File: src/rtl/act_skew_feeder.sv
// act_skew_feeder: accepts one activation row per cycle and emits it diagonally skewed (lane k delayed k cycles) for sys_arr.
// Defining ACT_SKEW_STALL_EN adds an out_stall input that freezes the whole feeder.
module act_skew_feeder #(
    parameter int ACT_WIDTH    = 8,
    parameter int SYS_ARR_SIZE = 8,
    parameter int CNT_WIDTH    = 16
) (
    input  logic                              clk,
    input  logic                              reset,
    input  logic                              in_valid,
    output logic                              in_ready,
    input  logic [ACT_WIDTH*SYS_ARR_SIZE-1:0] in_data,
    input  logic                              in_last,
    output logic [ACT_WIDTH*SYS_ARR_SIZE-1:0] act_data_out,
    output logic [SYS_ARR_SIZE-1:0]           lane_valid,
    output logic                              tile_done,
    output logic                              busy,
    output logic [CNT_WIDTH-1:0]              row_count
`ifdef ACT_SKEW_STALL_EN
    ,
    input  logic                              out_stall
`endif
);
    localparam int N  = SYS_ARR_SIZE;
    localparam int DW = $clog2(N);
    typedef enum logic [1:0] {IDLE, STREAM, DRAIN} state_t;
    state_t state, state_nx;
    logic [DW-1:0] drain_cnt;
    logic stall, acc, drain_end;
`ifdef ACT_SKEW_STALL_EN
    assign stall = out_stall;
`else
    assign stall = 1'b0;
`endif
    assign acc       = in_valid && in_ready;
    assign drain_end = state == DRAIN && drain_cnt == DW'(N - 2);
    always_ff @(posedge clk)
        if (reset) state <= IDLE;
        else if (!stall) state <= state_nx;
    always_comb begin
        state_nx = state;
        if (acc) state_nx = in_last ? DRAIN : STREAM;
        else if (drain_end) state_nx = IDLE;
    end
    always_comb begin
        in_ready = state != DRAIN && !stall;
        busy     = state != IDLE || |lane_valid;
    end
    // A row accepted in the tile_done cycle starts the next tile's count at 1.
    always_ff @(posedge clk)
        if (reset) begin
            drain_cnt <= '0;
            tile_done <= 1'b0;
            row_count <= '0;
        end else if (!stall) begin
            drain_cnt <= state == DRAIN ? drain_cnt + 1'b1 : '0;
            tile_done <= drain_end;
            row_count <= tile_done ? CNT_WIDTH'(acc) :
                         (acc && ~&row_count) ? row_count + 1'b1 : row_count;
        end
    for (genvar k = 0; k < N; k++) begin : g_lane
        logic [ACT_WIDTH-1:0] d [k+1];
        logic [k:0]           v;
        always_ff @(posedge clk)
            if (reset) begin
                v <= '0;
                for (int i = 0; i <= k; i++) d[i] <= '0;
            end else if (!stall) begin
                v    <= (v << 1) | (k+1)'(acc);
                d[0] <= acc ? in_data[ACT_WIDTH*k +: ACT_WIDTH] : '0;
                for (int i = 1; i <= k; i++) d[i] <= d[i-1];
            end
        assign act_data_out[ACT_WIDTH*k +: ACT_WIDTH] = d[k];
        assign lane_valid[k] = v[k];
    end
endmodule

File: config.mk
export PLATFORM = sky130hd
export DESIGN_NAME = act_skew_feeder
export DESIGN_NICKNAME = d
export VERILOG_FILES = /design/src/rtl/act_skew_feeder.sv
export SDC_FILE = /design/constraint.sdc
export NUM_CORES = 1
export LEC_CHECK = 0
export ABC_CLOCK_PERIOD_IN_PS = 1600
export CORE_MARGIN = 1
export CORE_UTILIZATION = 47
export DETAILED_ROUTE_END_ITERATION = 12
export PLACE_DENSITY = 0.86
export SLEW_MARGIN = 0
export SYNTH_ARGS = -nofsm -noshare
export SYNTH_HDL_FRONTEND = slang
export SYNTH_SLANG_ARGS = --single-unit
File: constraint.sdc
create_clock -name clk -period 1.6 [get_ports clk]
set_input_delay 0.32 -clock clk [delete_from_list [all_inputs] [get_ports clk]]
set_output_delay 0.32 -clock clk [all_outputs]
set_load 0.02 [all_outputs]
# --- Word-level counts from Yosys, hierarchy flattened ---
# Memories as Yosys holds them, arrays and structs flattened.
# Cells that the tools add are included.
classes:
  n_addsub: 2
  eq_ne: 3
  mux: 53
  bitwise_logic: 43
  n_reduce_logical: 13
ops:
  columns: ["op", "n"]
  rows:
  - ["two-way mux 8 bit", 44]
  - ["OR 1 bit", 35]
  - ["adder 16 x 1 -> 16 bit, second input constant", 1]
  - ["AND reduction 16 bit", 1]
  - ["OR reduction 8 bit", 2]
  - ["OR 8 x 1 -> 8 bit", 1]
  - ["OR 7 x 1 -> 7 bit", 1]
  - ["two-way mux 1 bit", 6]
  - ["two-way mux 2 bit", 3]
  - ["OR 6 x 1 -> 6 bit", 1]
  - ["nonzero test 2 bit", 3]
  - ["OR 5 x 1 -> 5 bit", 1]
  - ["OR 4 x 1 -> 4 bit", 1]
  - ["OR reduction 2 bit", 2]
  - ["adder 3 x 1 -> 3 bit, second input constant", 1]
  - ["equality test 3 bit, second input constant", 1]
  - ["logical AND 1 bit", 3]
  - ["OR 3 x 1 -> 3 bit", 1]
  - ["equality test 2 bit, second input constant", 1]
  - ["inequality test 2 bit, second input constant", 1]
  - ["OR 2 x 1 -> 2 bit", 1]
  - ["logical NOT 1 bit", 1]
  - ["logical OR 1 bit", 1]
  - ["inverter 1 bit", 1]
word_totals:
  register_bits: 58
  ram_bits: 288
  in_bits: 68
  out_inout_bits: 91
  elab_cells: 135
  memories: 8
memory_table:
  columns: ["memory", "depth", "width", "read_ports", "rd_clocked_by_memory_dff", "wr", "line_no", "source"]
  rows:
  - ["g_lane[7].d", 8, 8, 8, 0, 8, "62", "logic [ACT_WIDTH-1:0] d [k+1];"]
  - ["g_lane[6].d", 7, 8, 7, 0, 7, "62", null]
  - ["g_lane[5].d", 6, 8, 6, 0, 6, "62", null]
  - ["g_lane[4].d", 5, 8, 5, 0, 5, "62", null]
  - ["g_lane[3].d", 4, 8, 4, 0, 4, "62", null]
  - ["g_lane[2].d", 3, 8, 3, 0, 3, "62", null]
  - ["2 more memories", null, null, null, null, null, null, null]

# --- Longest topological paths before layout ---
# Gate-level depths: netlist of the first run.
logic_depth:
  ltp_word: 5
  ltp_mapped: 7
  depth_no_buf: 5

# --- Least setup slack after synthesis of the first run ---
# OpenSTA, ideal clock, no wires.
synth_path:
  path_kind: "register -> register"
  from: "reg row_count[0]"
  to: "reg row_count[6]"
  setup_ns: 0.070
  t_arrival_ns: 1.742
  required_time_ns: 1.530
  setup_slack_ns: -0.212
  path_stages_with_launch: 7
  n_path_buf: 1
  period_less_slack_ns: 1.812
  cell_sequence: "dfxtp_1 > ha_1 > and4_1 > and4_4 > buf_6 > or4_1 > a21oi_1"
synth_via:
  elab_chain_len: 3
synth_rtl:
  columns: ["item", "line_no", "source"]
  rows:
  - ["from (decl)", "18", "output logic [CNT_WIDTH-1:0] row_count"]
  - ["from (signal assigned)", "58", "row_count <= tile_done ? CNT_WIDTH'(acc) :"]
  - ["branches (longest 3 deep; another with adder 16 x 1 -> 16 bit)", null, null]
# Parallel ways; which one is timed is not known.
# A chain may end at the register's enable or synchronous reset.

==> flow_metrics.env, run 1 <==
export IMPL_slew_headroom=0.688
export IMPL_crit_type="reg2out"
export IMPL_ys_warn_count=0
export IMPL_port_buffers=158
export IMPL_hold_violations=0
export IMPL_firstDrtPassIters=4
export IMPL_clock_power_share=0.449
export IMPL_antenna_found_initial=0
export IMPL_dp_hpwl_um=9810
export IMPL_worst_slew_pin_slew_ns=0.467
export IMPL_fin_crit_ns=1.83
export IMPL_netSwitchingFraction=0.199
export IMPL_rows=51
export IMPL_route_detailed_drc=0
export IMPL_worst_path_max_fanout=2
export IMPL_drv_cap=0
export IMPL_nNetsFinal=1024
export IMPL_drt_total_wl_um=15500
export IMPL_grt_usage=0.153
export IMPL_synth_area_leader_cell="dfxtp_1"
export IMPL_syn_inst=794
export IMPL_grt_max_degree=49
export IMPL_design_area_mm2=0.0122
export IMPL_cts_tree="yes"
export IMPL_skew_ns=0.0212
export IMPL_grt_ovfl_total=0
export IMPL_finalSetupViolations=3
export IMPL_slew_violations=0
export IMPL_arrival_ns=1.51
export IMPL_seqPwrFrac=0.510
export IMPL_rsz0062_at_grt="yes"
export IMPL_holdWs_ns=0.114
export IMPL_final_fill_count=1495
export IMPL_synth_top_area_frac=0.684
export IMPL_fp_dieW_um=143
export IMPL_p_per_area_mw_per_mm2=1300
export IMPL_worstPathRequired_ns=1.28
export IMPL_cts_sinks=318
export IMPL_syn_area_mm2=0.00931
export IMPL_grt_pass1_vias=5347
export IMPL_wl_per_cell_um=12.5
export IMPL_synth_cell_types=38
export IMPL_drive_gt1_frac=0.153
export IMPL_yosys_top_cells_area="dfxtp_1 68%, nor2b_1 16%, and2_1 4.4%"
export IMPL_place_gp_congestion=0.848
export IMPL_syn_avg_cell_area_um2=11.7
export IMPL_grt_pass1_wl_um=24800
export IMPL_dpl_cell_area_mm2=0.0112
export IMPL_async_reset_ff_frac=0
export IMPL_synthesis_nets=865
export IMPL_synthToLayoutAreaGrowth_pct=31.6
export IMPL_antenna_left=0
export IMPL_ys_flop_type="dfxtp_1"
export IMPL_cp_start_kind="flip-flop"
export IMPL_synth_edf_count=0
export IMPL_violations="setup timing"
export IMPL_min_path_type="in2reg"
export IMPL_power_mw=15.9
export IMPL_antennaDiodeCount=0
export IMPL_first_iter_violations=138
export IMPL_cts_root_buf="clkbuf_16"
export IMPL_clockBufferDepth=3
export IMPL_finalCritPeriodShare=1.14
export IMPL_placed_cells=1184
export IMPL_die_h_um=143
export IMPL_cts_buffers=30
export IMPL_clk_latency_ns=0.54
export IMPL_status="complete, but fails checks"
export IMPL_clkSlewWorstSetupHoldPaths_ns=0.06
export IMPL_io_pins=159
export IMPL_final_common_cell="dfxtp_1"
export IMPL_multiInputGateArea_mm2=0.00263
export IMPL_crit_path_end_kind="output pin"
export IMPL_stdcell_count=1239
export IMPL_p_leak_nw=5.19
export IMPL_layout_common_cells="302 x dfxtp_1, 231 x nor2b_1, 67 x dlygate4sd2_1, 66 x clkdlybuf4s50_1, 65 x and2_1"
export IMPL_synth_seq_cells=318
export IMPL_switchingPower_mw=3.17
export IMPL_peakVddDrop_mv=0.891
export IMPL_post_place_ws_ns=-0.304
export IMPL_h_tree_depth=1
export IMPL_vias_per_cell=4.39
export IMPL_core_area_mm2=0.0195
export IMPL_dieArea_mm2=0.0204
export IMPL_ys_seq_area_frac=0.684
export IMPL_area_sequential_mm2=0.00640
export IMPL_start_util=0.478
export IMPL_vias=5436
export IMPL_clock_fmax_mhz=547
export IMPL_power_internal_mw=12.7
export IMPL_combPwrFrac=0.041
export IMPL_setup_slack_ns=-0.227
layer usage:
metal	track usage	vias to the layer above	routed length [um]
li1	-	2773	-
met1	0.171	2436	6250
met2	0.272	186	7600
met3	0.0473	41	1200
met4	0.0566	0	445
met5	0	-	0
timing repair:
action | CTS | global route
endpoints found under the hold margin | 0 | 0
setup buffers | 1 | 0
resized for setup | 160 | 25
endpoints found under the setup margin | 95 | 61
cloned | 1 | 0
pin swaps | 1 | 3
hold buffers | 0 | 0
power by group through the flow:
| stage | Combinational [mW] | Clock, mW | Sequential (mW) |
|---|---|---|---|
| after floorplan | 0.283 | 0 | 8.30 |
| after global placement | 0.643 | 0 | 8.28 |
| after detailed placement | 0.659 | 0 | 8.28 |
| after CTS | 0.654 | 7.33 | 8.11 |
| after global routing | 0.707 | 7.69 | 8.12 |
| final | 0.651 | 7.13 | 8.11 |
state kept, by name (all words and copies together), names as in the netlist:
register   count
drain_cnt      3
g_lane.d     288
g_lane.v       8
row_count     16
state          2
tile_done      1
cells in the mapped netlist (all sizes together), types with 6 or more instances:
cell	number
and2	65
or4	6
buf	40
nand3	9
nor2	11
nand2	11
nor4	6
and4	6
clkbuf	35
nor2b	231
a21oi	9
dfxtp	318
per-stage QoR:
| step | util | setup TNS (ns) |
|---|---|---|
| 2_1_floorplan | - | -0.0197 |
| 3_3_place_gp | 0.576 | -16.27 |
| 3_5_place_dp | 0.576 | -20.70 |
| 4_1_cts | 0.626 | -0.343 |
| 5_1_grt | 0.629 | -0.452 |
| 6_report | 0.629 | -0.284 |
final cells by class:
type	count	area share
sequential	318	0.522
multi-input combinational	399	0.214
timing repair buffer	201	0.151
clock buffer	43	0.0746
tap	265	0.0271
clock inverter	10	0.0100
inverter	3	0.000919
final timing paths:
kind | from | endpoint | slack (ns) | depth (start not counted)
setup / recovery | g_lane[1].v[0] | busy | -0.23 | 4
hold / removal | reset | g_lane[7].v[4] | 0.11 | 2
setup reg to reg | row_count[0] | row_count[7] | -0.04 | 5
hold reg to reg | g_lane[6].d[1][7] | g_lane[6].d[2][7] | 0.42 | 1
cells by family after synthesis:
family	count (synthesis)	share of synthesized area
adders and majority gates	3	0.00403
DFF	318	0.684
and+or+nand+nor	365	0.242
xor gates and xnor gates	1	0.000941
buffers and inverters	78	0.0476
muxes	4	0.00430
AOI/OAI and AO/OA	25	0.0169
worst max-delay path, stage by stage, from the launching register on:
cell and delay, ns:
dfxtp_2 0.34, nor4_4 0.26, buf_4 0.15, nand3_2 0.08, buf_6 0.15
(Power assumes the default switching activity.)
==> run 2, diff against run 1 <==
--- a/config.mk
+++ b/config.mk
@@ -9,6 +9,7 @@
 export CORE_MARGIN = 1
 export CORE_UTILIZATION = 47
 export DETAILED_ROUTE_END_ITERATION = 12
+export GPL_ROUTABILITY_DRIVEN = 0
 export PLACE_DENSITY = 0.86
 export SLEW_MARGIN = 0
 export SYNTH_ARGS = -nofsm -noshare
==> results of run 2 <==
No change in the layout: final DEF, timing and power equal those of run 1.
